--- config.mk ---
export PLATFORM = sky130hd
export DESIGN_NAME = uart_rx_oversampled
export DESIGN_NICKNAME = d
export VERILOG_FILES = /design/src/rtl/uart_pkg.sv /design/src/rtl/uart_baud_tick.sv /design/src/rtl/uart_rx_oversampled.sv
export SDC_FILE = /design/constraint.sdc
export NUM_CORES = 1
export LEC_CHECK = 0
export BUFFER_PORTS_ARGS = -buffer_cell sky130_fd_sc_hd__buf_2
export CAP_MARGIN = 10
export CORE_UTILIZATION = 25
export DETAILED_ROUTE_END_ITERATION = 16
export PLACE_DENSITY = 0.43
export REMOVE_ABC_BUFFERS = 1
export SLEW_MARGIN = 5
export SYNTH_ARGS = -nofsm -noshare
export SYNTH_HDL_FRONTEND = slang
export SYNTH_SLANG_ARGS = --single-unit
--- constraint.sdc ---
create_clock -name clk -period 3.1 [get_ports clk]
set_clock_uncertainty 0.15 [all_clocks]
set_input_delay 0.93 -clock clk [delete_from_list [all_inputs] [get_ports clk]]
set_output_delay 0.93 -clock clk [all_outputs]
set_load 0.03 [all_outputs]
--- src/rtl/uart_pkg.sv ---
// Shared UART definitions: receiver state encoding, sampling helpers and
// framing constants common to the RX and TX paths.
package uart_pkg;

  typedef enum logic [2:0] {
    ST_IDLE      = 3'd0,
    ST_START     = 3'd1,
    ST_DATA      = 3'd2,
    ST_STOP      = 3'd3,
    ST_WAIT_IDLE = 3'd4
  } rx_state_t;

  localparam int unsigned UART_DATA_BITS = 8;
  localparam int unsigned TX_STOP_BITS   = 1;
  localparam logic        TX_IDLE_LEVEL  = 1'b1;
  localparam logic        TX_START_LEVEL = 1'b0;

  function automatic logic maj3(input logic [2:0] s);
    return (s[0] & s[1]) | (s[0] & s[2]) | (s[1] & s[2]);
  endfunction

  // Clocks per oversample tick, rounded to nearest.
  function automatic int unsigned tick_div(input int unsigned clock_rate,
                                           input int unsigned baud_rate,
                                           input int unsigned oversample);
    int unsigned per_tick;
    per_tick = baud_rate * oversample;
    return (clock_rate + per_tick / 2) / per_tick;
  endfunction

endpackage

--- src/rtl/uart_baud_tick.sv ---
// Oversample tick generator: one-clk pulse every DIV clocks. restart_i
// realigns the phase so the next tick lands DIV clocks later.
module uart_baud_tick #(
  parameter int unsigned DIV = 14
) (
  input  logic clk,
  input  logic reset,
  input  logic restart_i,
  output logic tick_o
);

  localparam int unsigned   CW   = (DIV > 1) ? $clog2(DIV) : 1;
  localparam logic [CW-1:0] LAST = CW'(DIV - 1);

  logic [CW-1:0] cnt_q;

  always_ff @(posedge clk) begin
    if (reset || restart_i) begin
      cnt_q  <= '0;
      tick_o <= 1'b0;
    end else if (cnt_q == LAST) begin
      cnt_q  <= '0;
      tick_o <= 1'b1;
    end else begin
      cnt_q  <= cnt_q + CW'(1);
      tick_o <= 1'b0;
    end
  end

endmodule

--- src/rtl/uart_rx_oversampled.sv ---
// Oversampled 8N1 UART receiver with majority-vote sampling, false-start
// rejection, framing-error and break detection.
module uart_rx_oversampled #(
  parameter int unsigned CLOCK_RATE    = 25000000,
  parameter int unsigned BAUD_RATE     = 115200,
  parameter int unsigned RX_OVERSAMPLE = 16
) (
  input  logic       clk,
  input  logic       reset,
  input  logic       i_Rx_Data,
  output logic [7:0] o_Rx_Byte,
  output logic       o_Rx_Done,
  output logic       o_Rx_Active,
  output logic       o_Frame_Err,
  output logic       o_Break
);
  import uart_pkg::*;

  localparam int unsigned TICK_DIV = tick_div(CLOCK_RATE, BAUD_RATE, RX_OVERSAMPLE);
  localparam logic [4:0]  TK_S0    = 5'(RX_OVERSAMPLE / 2 - 1);
  localparam logic [4:0]  TK_S1    = 5'(RX_OVERSAMPLE / 2);
  localparam logic [4:0]  TK_S2    = 5'(RX_OVERSAMPLE / 2 + 1);
  localparam logic [4:0]  TK_END   = 5'(RX_OVERSAMPLE);

  logic                      rx_meta_q, rx_sync_q, rx_prev_q;
  logic [1:0]                warm_q;
  logic                      armed_q;
  rx_state_t                 state_q;
  logic [4:0]                tick_cnt_q;
  logic [2:0]                bit_cnt_q;
  logic [UART_DATA_BITS-1:0] shift_q;
  logic [1:0]                samples_q;
  logic [7:0]                byte_q;
  logic                      done_q, active_q, ferr_q, break_q;

  logic       tick_s, start_edge_s, sample_s, decide_s, bit_end_s, vote_s, restart_s;
  logic [4:0] tick_num_s;

  uart_baud_tick #(.DIV(TICK_DIV)) u_tick (
    .clk       (clk),
    .reset     (reset),
    .restart_i (restart_s),
    .tick_o    (tick_s)
  );

  // The line only counts as armed once a genuine high has passed the synchronizer.
  always_ff @(posedge clk) begin
    if (reset) begin
      rx_meta_q <= 1'b1;
      rx_sync_q <= 1'b1;
      rx_prev_q <= 1'b1;
      warm_q    <= 2'b00;
      armed_q   <= 1'b0;
    end else begin
      rx_meta_q <= i_Rx_Data;
      rx_sync_q <= rx_meta_q;
      rx_prev_q <= rx_sync_q;
      warm_q    <= {warm_q[0], 1'b1};
      if (warm_q[1] && rx_sync_q) begin
        armed_q <= 1'b1;
      end
    end
  end

  always_comb begin
    start_edge_s = armed_q & rx_prev_q & ~rx_sync_q;
    tick_num_s   = tick_cnt_q + 5'd1;
    sample_s     = tick_s && ((tick_num_s == TK_S0) || (tick_num_s == TK_S1));
    decide_s     = tick_s && (tick_num_s == TK_S2);
    bit_end_s    = tick_s && (tick_num_s == TK_END);
    vote_s       = maj3({samples_q, rx_sync_q});
    restart_s    = 1'b0;
    case (state_q)
      ST_IDLE:      restart_s = start_edge_s;
      ST_STOP:      restart_s = decide_s && (!vote_s || start_edge_s);
      ST_WAIT_IDLE: restart_s = ~rx_sync_q;
      default:      restart_s = 1'b0;
    endcase
  end

  always_ff @(posedge clk) begin
    if (reset) begin
      state_q    <= ST_IDLE;
      tick_cnt_q <= '0;
      bit_cnt_q  <= '0;
      shift_q    <= '0;
      samples_q  <= '0;
      byte_q     <= 8'h00;
      done_q     <= 1'b0;
      active_q   <= 1'b0;
      ferr_q     <= 1'b0;
      break_q    <= 1'b0;
    end else begin
      done_q <= 1'b0;
      ferr_q <= 1'b0;
      if (restart_s) begin
        tick_cnt_q <= '0;
      end else if (tick_s) begin
        tick_cnt_q <= bit_end_s ? 5'd0 : tick_num_s;
      end
      if (sample_s) begin
        samples_q <= {samples_q[0], rx_sync_q};
      end
      case (state_q)
        ST_IDLE: begin
          if (start_edge_s) begin
            state_q  <= ST_START;
            active_q <= 1'b1;
          end
        end
        ST_START: begin
          if (decide_s && vote_s) begin
            state_q  <= ST_IDLE;
            active_q <= 1'b0;
          end else if (bit_end_s) begin
            state_q   <= ST_DATA;
            bit_cnt_q <= 3'd0;
          end
        end
        ST_DATA: begin
          if (decide_s) begin
            shift_q <= {vote_s, shift_q[7:1]};
          end
          if (bit_end_s) begin
            bit_cnt_q <= bit_cnt_q + 3'd1;
            if (bit_cnt_q == 3'd7) begin
              state_q <= ST_STOP;
            end
          end
        end
        // A start edge coinciding with the stop decision opens the next frame directly.
        ST_STOP: begin
          if (decide_s) begin
            if (vote_s) begin
              byte_q <= shift_q;
              done_q <= 1'b1;
              if (start_edge_s) begin
                state_q <= ST_START;
              end else begin
                state_q  <= ST_IDLE;
                active_q <= 1'b0;
              end
            end else begin
              ferr_q  <= 1'b1;
              break_q <= (shift_q == 8'h00);
              state_q <= ST_WAIT_IDLE;
            end
          end
        end
        ST_WAIT_IDLE: begin
          if (bit_end_s) begin
            state_q  <= ST_IDLE;
            active_q <= 1'b0;
            break_q  <= 1'b0;
          end
        end
        default: begin
          state_q  <= ST_IDLE;
          active_q <= 1'b0;
        end
      endcase
    end
  end

  assign o_Rx_Byte   = byte_q;
  assign o_Rx_Done   = done_q;
  assign o_Rx_Active = active_q;
  assign o_Frame_Err = ferr_q;
  assign o_Break     = break_q;

endmodule

### Word level (Yosys, flattened, before mapping)

Index checks and enable logic that the tools add are counted.

* bits in registers: 44
* logic and storage cells: 106
* output and inout port bits: 12
* bits of input ports: 3

* eq/ne operators: 22
* bitwise logic cells: 11
* mux-type cells: 29
* add/subtract/negate cells: 3
* reductions and logical operators: 23

Operator list (count)
* $mux W3: 10
* $ne A2 B2 Y1 const B: 11
* $pmux W3 S5: 1
* $mux W1: 13
* $eq A5 B4 Y1 const B: 2
* $logic_not A8 Y1: 1
* $reduce_and A4 Y1: 2
* $reduce_and A7 Y1: 1
* $eq A3 B2 Y1 const B: 2
* $eq A3 B3 Y1 const B: 2
* $logic_and A1 B1 Y1: 6
* $pmux W3 S2: 1
* $reduce_and A6 Y1: 1
* $add A5 B1 Y5 const B: 1
* $and A1 B1 Y1: 5
* $eq A5 B3 Y1 const B: 1
* $eq A5 B5 Y1 const B: 1
* $mux W5: 1
* $pmux W1 S5: 1
* $add A4 B1 Y4 const B: 1
* $eq A4 B4 Y1 const B: 1
* $not A1 Y1: 4
* $reduce_bool A2 Y1: 2
* $reduce_or A2 Y1: 2
* 12 further kinds: 15

### Logic depth before layout (Yosys ltp)

Gate-level depths: netlist of run 1.

* depth after elaboration: 9
* mapped depth: 9
* gate-level depth less buffers: 8

### By module

Synthesis of run 1 repeated with hierarchy kept, for this count alone.

* cells, all modules: 219
* area, all modules: 2094.5 um^2

By module, submodules not included
* uart_rx_oversampled: sequential area each 780.7 um^2, cells each 200, area each 1908.1 um^2, instances 1
* uart_baud_tick: sequential area each 100.1 um^2, cells each 19, area each 186.4 um^2, instances 1

### Worst setup path before layout of run 1

OpenSTA, ideal clock, no wires.

* kind: register to register
* start: register tick_cnt_q[1]
* end: register byte_q[0], in the netlist o_Rx_Byte[0]
* clock period less this slack: 2.223 ns
* slack: 0.877 ns
* setup time: 0.128 ns
* required time: 2.822 ns
* data arrival time: 1.945 ns
* buffers on the path: 2
* cell stages (with the launch flop): 10
* cells stage by stage: dfxtp_1 -> ha_1 -> buf_4 -> nand3_1 -> xor2_1 -> o2111a_2 -> and3_1 -> buf_6 -> mux2i_1 -> nor2_1

* longest elaborated chain between the ends: 4

Ends and longest elaborated chain
* start, declared: RTL line uart_rx_oversampled.sv:29 `logic [4:0] tick_cnt_q;`
* start signal, assigned: RTL line uart_rx_oversampled.sv:99 `tick_cnt_q <= bit_end_s ? 5'd0 : tick_num_s;`
* $add A5 B1 Y5: RTL line uart_rx_oversampled.sv:67 `tick_num_s = tick_cnt_q + 5'd1;`
* $eq A5 B4 Y1: RTL line uart_rx_oversampled.sv:69 `decide_s = tick_s && (tick_num_s == TK_S2);`
* $logic_and A1 B1 Y1: RTL line uart_rx_oversampled.sv:69
* $reduce_and A3 Y1 (no source line)
* end signal, assigned: RTL line uart_rx_oversampled.sv:135 `byte_q <= shift_q;`
* end, declared: RTL line uart_rx_oversampled.sv:33 `logic [7:0] byte_q;`

No other way between the ends.
A chain may end at the register's enable or synchronous reset.

### Final worst setup path of run 1

* start: register tick_cnt_q[1]
* end: register byte_q[7], in the netlist o_Rx_Byte[7]

The elaborated chain is that of the path after synthesis.

==> results of run 1 <==
## where the power goes
| group | total, mW | internal [mW] | switching (mW) |
|---|---|---|---|
| Clock | 0.378 | 0.181 | 0.197 |
| Combinational | 0.101 | 0.0410 | 0.0602 |
| Sequential | 0.596 | 0.580 | 0.0154 |
| Total | 1.08 | 0.802 | 0.273 |
## flip-flops by register name, indices dropped and copies added (netlist names)
signal,flops
bit_cnt_q,3
tick_cnt_q,5
warm_q,2
o_Break,1
armed_q,1
o_Rx_Byte,8
rx_prev_q,1
u_tick.tick_o,1
state_q,3
o_Rx_Done,1
samples_q,2
o_Rx_Active,1
rx_sync_q,1
o_Frame_Err,1
rx_meta_q,1
u_tick.cnt_q,4
shift_q,8
## worst max-delay path, delay by kind of cell, from the launching register on
kind	cells	cell delay [ps]
buf+inv	1	220
xor+xnor	1	360
mux	1	190
compound gates	1	350
fa+ha+maj	1	390
flops	1	470
simple gates	3	570
## final cells by class
class / count / area [sq um]
clock buffers: 7 / 86.3
clock inverters: 1 / 7.51
fillers: 875 / 5550
inverters: 8 / 30.0
multi-input cells: 165 / 1090
flip-flops and latches: 44 / 881
well taps: 102 / 128
repair buffers: 15 / 77.6
## placed cells by master (no fill, tap or decap), types with 2 or more instances in the layout
cell type,Yosys,routed
nor3_1,4,4
nor3b_2,2,2
xor2_1,3,3
o21ai_0,6,6
nor4_1,3,3
nand2_1,22,22
ha_1,8,8
mux2i_1,21,21
or3_1,2,2
nand3_1,3,3
or2_2,4,4
nand4b_1,2,2
nand3b_1,3,3
inv_1,8,8
a21oi_1,15,15
dfxtp_1,44,44
and3_1,3,3
buf_2,2,14
nand4_1,2,2
nor2_1,38,38
clkbuf_8,0,6
## metrics by stage
step | hold WS [ps] | cells | total power [mW] | setup WS [ps]
after floorplan | 239 | 217 | 0.682 | 708
after global placement | 247 | 334 | 0.713 | 441
after detailed placement | 250 | 334 | 0.712 | 320
after CTS | 274 | 342 | 1.09 | 309
after global routing | 305 | 342 | 1.13 | 45.9
final | 266 | 342 | 1.08 | 299
## how the worst min path moves through the flow
stage,slack [ps],start,to
2_1_floorplan,240,rx_meta_q,rx_sync_q
3_3_place_gp,250,rx_meta_q,rx_sync_q
3_5_place_dp,250,rx_meta_q,rx_sync_q
4_1_cts,270,rx_meta_q,rx_sync_q
5_1_grt,310,rx_meta_q,rx_sync_q
6_report,270,rx_meta_q,rx_sync_q
## metal layers
| layer | track usage [%] | vias up |
|---|---|---|
| met5 | 0 | - |
| met4 | 3.85 | 0 |
| met3 | 2.71 | 4 |
| met2 | 17.6 | 16 |
| met1 | 13.7 | 709 |
| li1 | - | 806 |
## kinds of logic after synthesis
| logic type | count (synthesis) | synth area share (%) |
|---|---|---|
| flip-flops | 44 | 42.9 |
| AO/OA/AOI/OAI | 34 | 11.9 |
| adder cells (fa/ha/maj) | 9 | 5.36 |
| XOR/XNOR | 4 | 1.71 |
| buffers and inverters | 18 | 4.14 |
| multiplexers | 22 | 10.8 |
| AND/OR/NAND/NOR | 96 | 23.2 |
## synthesized netlist by cell type, types with 3 or more instances
cell      count
nor2_1       38
nand3b_1      3
nor3_1        4
mux2i_1      21
inv_1         8
o21ai_0       6
dfxtp_1      44
or2_2         4
clkbuf_1      5
xor2_1        3
nand3_1       3
a21oi_1      15
nor4_1        3
ha_1          8
nand2_1      22
and3_1        3
==> metrics.txt, run 1 <==
Die ar. between 0.008 and 0.009 sq mm; crit path kind flip-flop to flip-flop; clock latency at the later pin of the worst-skew pair about 290 ps; CP startpoint tick_cnt_q[1]; CTS tree yes; post-layout util 29.3%; Worst Setup Start Kind flip-flop; Inserted Clock Buffers 5; EDFF count, synth 0; gpl congestion approximately 0.74; static leakage a little over 0.9 nW; Critical Path AT 2820 ps; R2R Path Start tick_cnt_q[1]; final count of hold timing violations 0; layout cells sized above 1 approximately 16%; row count 32; Synth Register Bits 44; Worst slew margin between 50% and 60%; Top Ports 15; H-tree depth 2; chip width approximately 90 um; antenna violations before repair 0; vias in the first global route roughly 1500; CTS root buf clkbuf_8; CP endpoint kind flip-flop; Syn Inst Count ~230; nets@finish 250; slowest CP cell dfxtp_1; Crit Path Max Fanout 10; Mapped Area between 0.002 and 0.0025 sq mm; Max clock buf depth 2; Die Height 92.6 um; worst path required time between 3000 and 4000 ps; highest metal used met4; final setup TNS 0 ps; number of vias per cell 4.49; Max rail drop VDD between 200 and 250 uV; worst reg-to-reg setup slack roughly 300 ps; design area 0.00230 sq mm; CP max stage delay between 400 and 500 ps; worst-path cell chain ha_1 -> nand3_1 -> xor2_1 -> o2111a_2 -> and3_1 -> buf_4 -> mux2i_1 -> nor2_1; Final ANT Viol Nets 0; post-DP HPWL ~2800 um; met1 wire length between 2000 and 2500 um; Max Cap Viol 0; P&R area growth vs syn 11.9%; Routed WL between 4000 and 5000 um; DR iter-0 viols between 40 and 50; final setup vio count 0; WL met3 roughly 110 um; fin crit period roughly 2800 ps; post_cts resized 0; Setup Buffers After CTS 0; Synth area leader dfxtp_1; r2r worst-path depth 8; Post-synth ARST share 0%; RSZ-0062 raised after global routing false; ys flop type dfxtp_1; Clock transition at path regs around 80 ps; Core ar. a little under 0.008 sq mm; top cells by area, synth dfxtp_1 43%, mux2i_1 10%, nor2_1 6.9%; Period Utilization, post-route approximately nine tenths; Synth warnings 0; worst slew pin tran ~630 ps; max frequency roughly 360 MHz; share of the synthesized area in the top cell type a little over two fifths; Pwr per Cell Area ~470 mW/mm^2; placed instance area roughly 0.0022 sq mm; via count 1535; status finished, final reports clean; largest net degree at the start of global routing 34; # port buffers 14; Total Routing Usage GR 10.8%; CTS Hold Bufs 0; Slew Viols, Final 0; clock sinks 44; grt ovf 0; ANT cells 0; met2 wire length 1850 um; register area share after synthesis between 40% and 50%; WL/cell between 10 and 15 um; worst hold-check path type flip-flop to flip-flop; DRC viols 0; initial core utilization 26.2%; FF-to-FF End o_Rx_Byte[7]; Avg Cell Area, Syn just over 9 sq um; first-pass GRT wire length 7360 um; hold path depth 1; Cell variety after synth 47; First-pass DRT Iterations 4; Setup crit end o_Rx_Byte[7]
Power figures use the tool's default switching activity.
==> run 2: changes to the inputs <==
--- a/config.mk
+++ b/config.mk
@@ -12,2 +12,3 @@
 export PLACE_DENSITY = 0.43
+export RECOVER_POWER = 100
 export REMOVE_ABC_BUFFERS = 1
--- a/constraint.sdc
+++ b/constraint.sdc
@@ -4,2 +4,2 @@
 set_output_delay 0.93 -clock clk [all_outputs]
-set_load 0.03 [all_outputs]
+set_load 0.005 [all_outputs]
==> run 2 against run 1 <==
Compared with the run above: first-iteration DRC count grew 27%; cell count is the same; hold slack is essentially flat; maximum frequency shrank 0.30%; critical path depth is the same; utilization shrank 0.27 points; combinational power shrank 8%; total power shrank 0.82%; sequential power is essentially flat; clock-buffer cell count is the same.
==> metrics.txt, run 2 (synthesized netlist as in run 1, its figures left out) <==
status finished, final reports clean; CTS Hold Bufs 0 (unchanged); filler cell count in the final layout 881 (+0.69%); clock network power share 35.4% (+0.2 points); CP startpoint tick_cnt_q[1]; worst slew pin tran 674 ps (+38.8 ps); Worst Setup Start Kind flip-flop; First-pass DRT Iterations 4 (unchanged); first-pass GRT wire length 7360 um (unchanged); Core ar. 0.00785 sq mm (unchanged); Logic pwr share 8.7% (-0.7 points); static leakage 0.891 nW (-2.8%); # port buffers 14 (unchanged); clock latency at the later pin of the worst-skew pair 290 ps (about the same); antenna violations before repair 0 (unchanged); row count 32 (unchanged); fin crit period 2810 ps (+8.42 ps); largest net degree at the start of global routing 34 (unchanged); Worst slew margin 55.0% (-2.4 points); r2r worst-path depth 8 (unchanged); worst reg-to-reg setup slack 290 ps (about the same); internal power 0.802 mW (about the same); worst path required time 3120 ps (about the same); Routed WL 4190 um (-0.19%); Slew Viols, Final 0 (unchanged); final count of hold timing violations 0 (unchanged); chip width 92.6 um (unchanged); Critical Path AT 2830 ps (about the same); WL/cell 12.2 um (-0.19%); via count 1543 (+0.52%); final setup vio count 0 (unchanged); Final ANT Viol Nets 0 (unchanged); DR iter-0 viols 62 (+27%); clock sinks 44 (unchanged); nets@finish 250 (unchanged); post_cts resized 0 (unchanged); worst hold-check path type flip-flop to flip-flop; Die ar. 0.00858 sq mm (unchanged); Total Routing Usage GR 10.8% (unchanged); Crit Path Max Fanout 10 (unchanged); Pwr per Cell Area 469 mW/mm^2 (+0.10%); switching share of total power 24.8% (-0.60 points); max frequency 356 MHz (-0.30%); layout cells sized above 1 12.5% (-3.3 points); FF-to-FF End o_Rx_Byte[7]; R2R Path Start tick_cnt_q[1]; ANT cells 0 (unchanged); min-delay src rx_meta_q; power consumption 1.07 mW (-0.82%); RSZ-0062 raised after global routing false; P&R area growth vs syn 10.8%; most common cell after layout, fill and taps aside dfxtp_1; initial core utilization 26.2% (unchanged); placed instance area 0.00220 sq mm (unchanged); CTS root buf clkbuf_8; Hold Path End rx_sync_q; CTS tree yes; Max Cap Viol 0 (unchanged); most frequent cells in the layout 44 x dfxtp_1, 38 x nor2_1, 22 x nand2_1; sequential share of power 55.9% (+0.5 points); Setup Buffers After CTS 0 (unchanged); Top Ports 15 (unchanged); CP endpoint kind flip-flop; Max rail drop VDD 216 uV (-0.11%); hold path depth 1 (unchanged); H-tree depth 2 (unchanged); Die Height 92.6 um (unchanged); Max clock buf depth 2 (unchanged); number of vias per cell 4.51 (+0.52%); vias in the first global route 1519 (unchanged); gpl congestion 0.738 (unchanged); Inserted Clock Buffers 5 (unchanged); Period Utilization, post-route 90.6% (+0.27 points); final setup TNS 0 ps (unchanged); post-DP HPWL 2840 um (unchanged); Clock transition at path regs 80 ps (about the same); Switch Pwr 0.264 mW (-3.2%); crit path kind flip-flop to flip-flop; grt ovf 0 (unchanged); DRC viols 0 (unchanged); design area 0.00228 sq mm (-0.93%)
-- run 2: cell count changes in the layout (fill, tap and decap cells not counted), sizes merged --
cell	change
buf	-6
clkbuf	+6
-- run 2: critical path, stage by stage (launching register included) --
cell and delay (ps):
dfxtp_1 470, ha_1 390, nand3_1 190, xor2_1 320, o2111a_2 330, and3_1 330
clkbuf_2 260, mux2i_1 200, nor2_1 50
-- run 2: final cells by class --
| cell class | instances | area, sq um | share of cell area [%] |
|---|---|---|---|
| Inverter | 8 | 30.0 | 1.32 |
| Timing Repair Buffer | 15 | 68.8 | 3.02 |
| Clock buffer | 7 | 86.3 | 3.79 |
| Tap cell | 102 | 128 | 5.61 |
| Clock inverter | 1 | 7.51 | 0.330 |
| Sequential cell | 44 | 881 | 38.7 |
| Multi-Input combinational cell | 165 | 1070 | 47.2 |
-- run 2: worst max-delay path by stage --
stage | endpoint | cells past startpoint
5_1_grt | o_Rx_Active | 7
4_1_cts | o_Rx_Byte[4] | 8
3_5_place_dp | o_Rx_Byte[7] | 8
6_report | o_Rx_Byte[7] | 8
2_1_floorplan | o_Rx_Byte[0] | 7
3_3_place_gp | o_Rx_Byte[4] | 8
-- run 2: routing by layer --
layer,vias up,GRT usage [%],wire length (um)
met3,4,2.71,107
met5,-,0,0
met2,16,17.6,1840
li1,805,-,-
met1,718,13.7,2170
met4,0,3.85,68
-- run 2: power by group through the flow --
stage,Combinational (mW),Sequential [mW],Clock [mW]
CTS,0.0951,0.596,0.396
global route,0.107,0.599,0.414
finish,0.0930,0.596,0.378
detailed placement,0.0951,0.609,0
floorplan,0.0689,0.605,0
global placement,0.0960,0.609,0
-- run 2: per-stage QoR --
| stage | hold WS (ps) | cells | utilization (%) | setup slack, ps |
|---|---|---|---|---|
| 6_report | 266 | 342 | 29.0 | 291 |
| 4_1_cts | 274 | 342 | 29.3 | 309 |
| 3_5_place_dp | 250 | 334 | 28.1 | 320 |
| 5_1_grt | 305 | 342 | 29.0 | 35.2 |
| 2_1_floorplan | 239 | 217 | - | 708 |
| 3_3_place_gp | 247 | 334 | 28.1 | 441 |
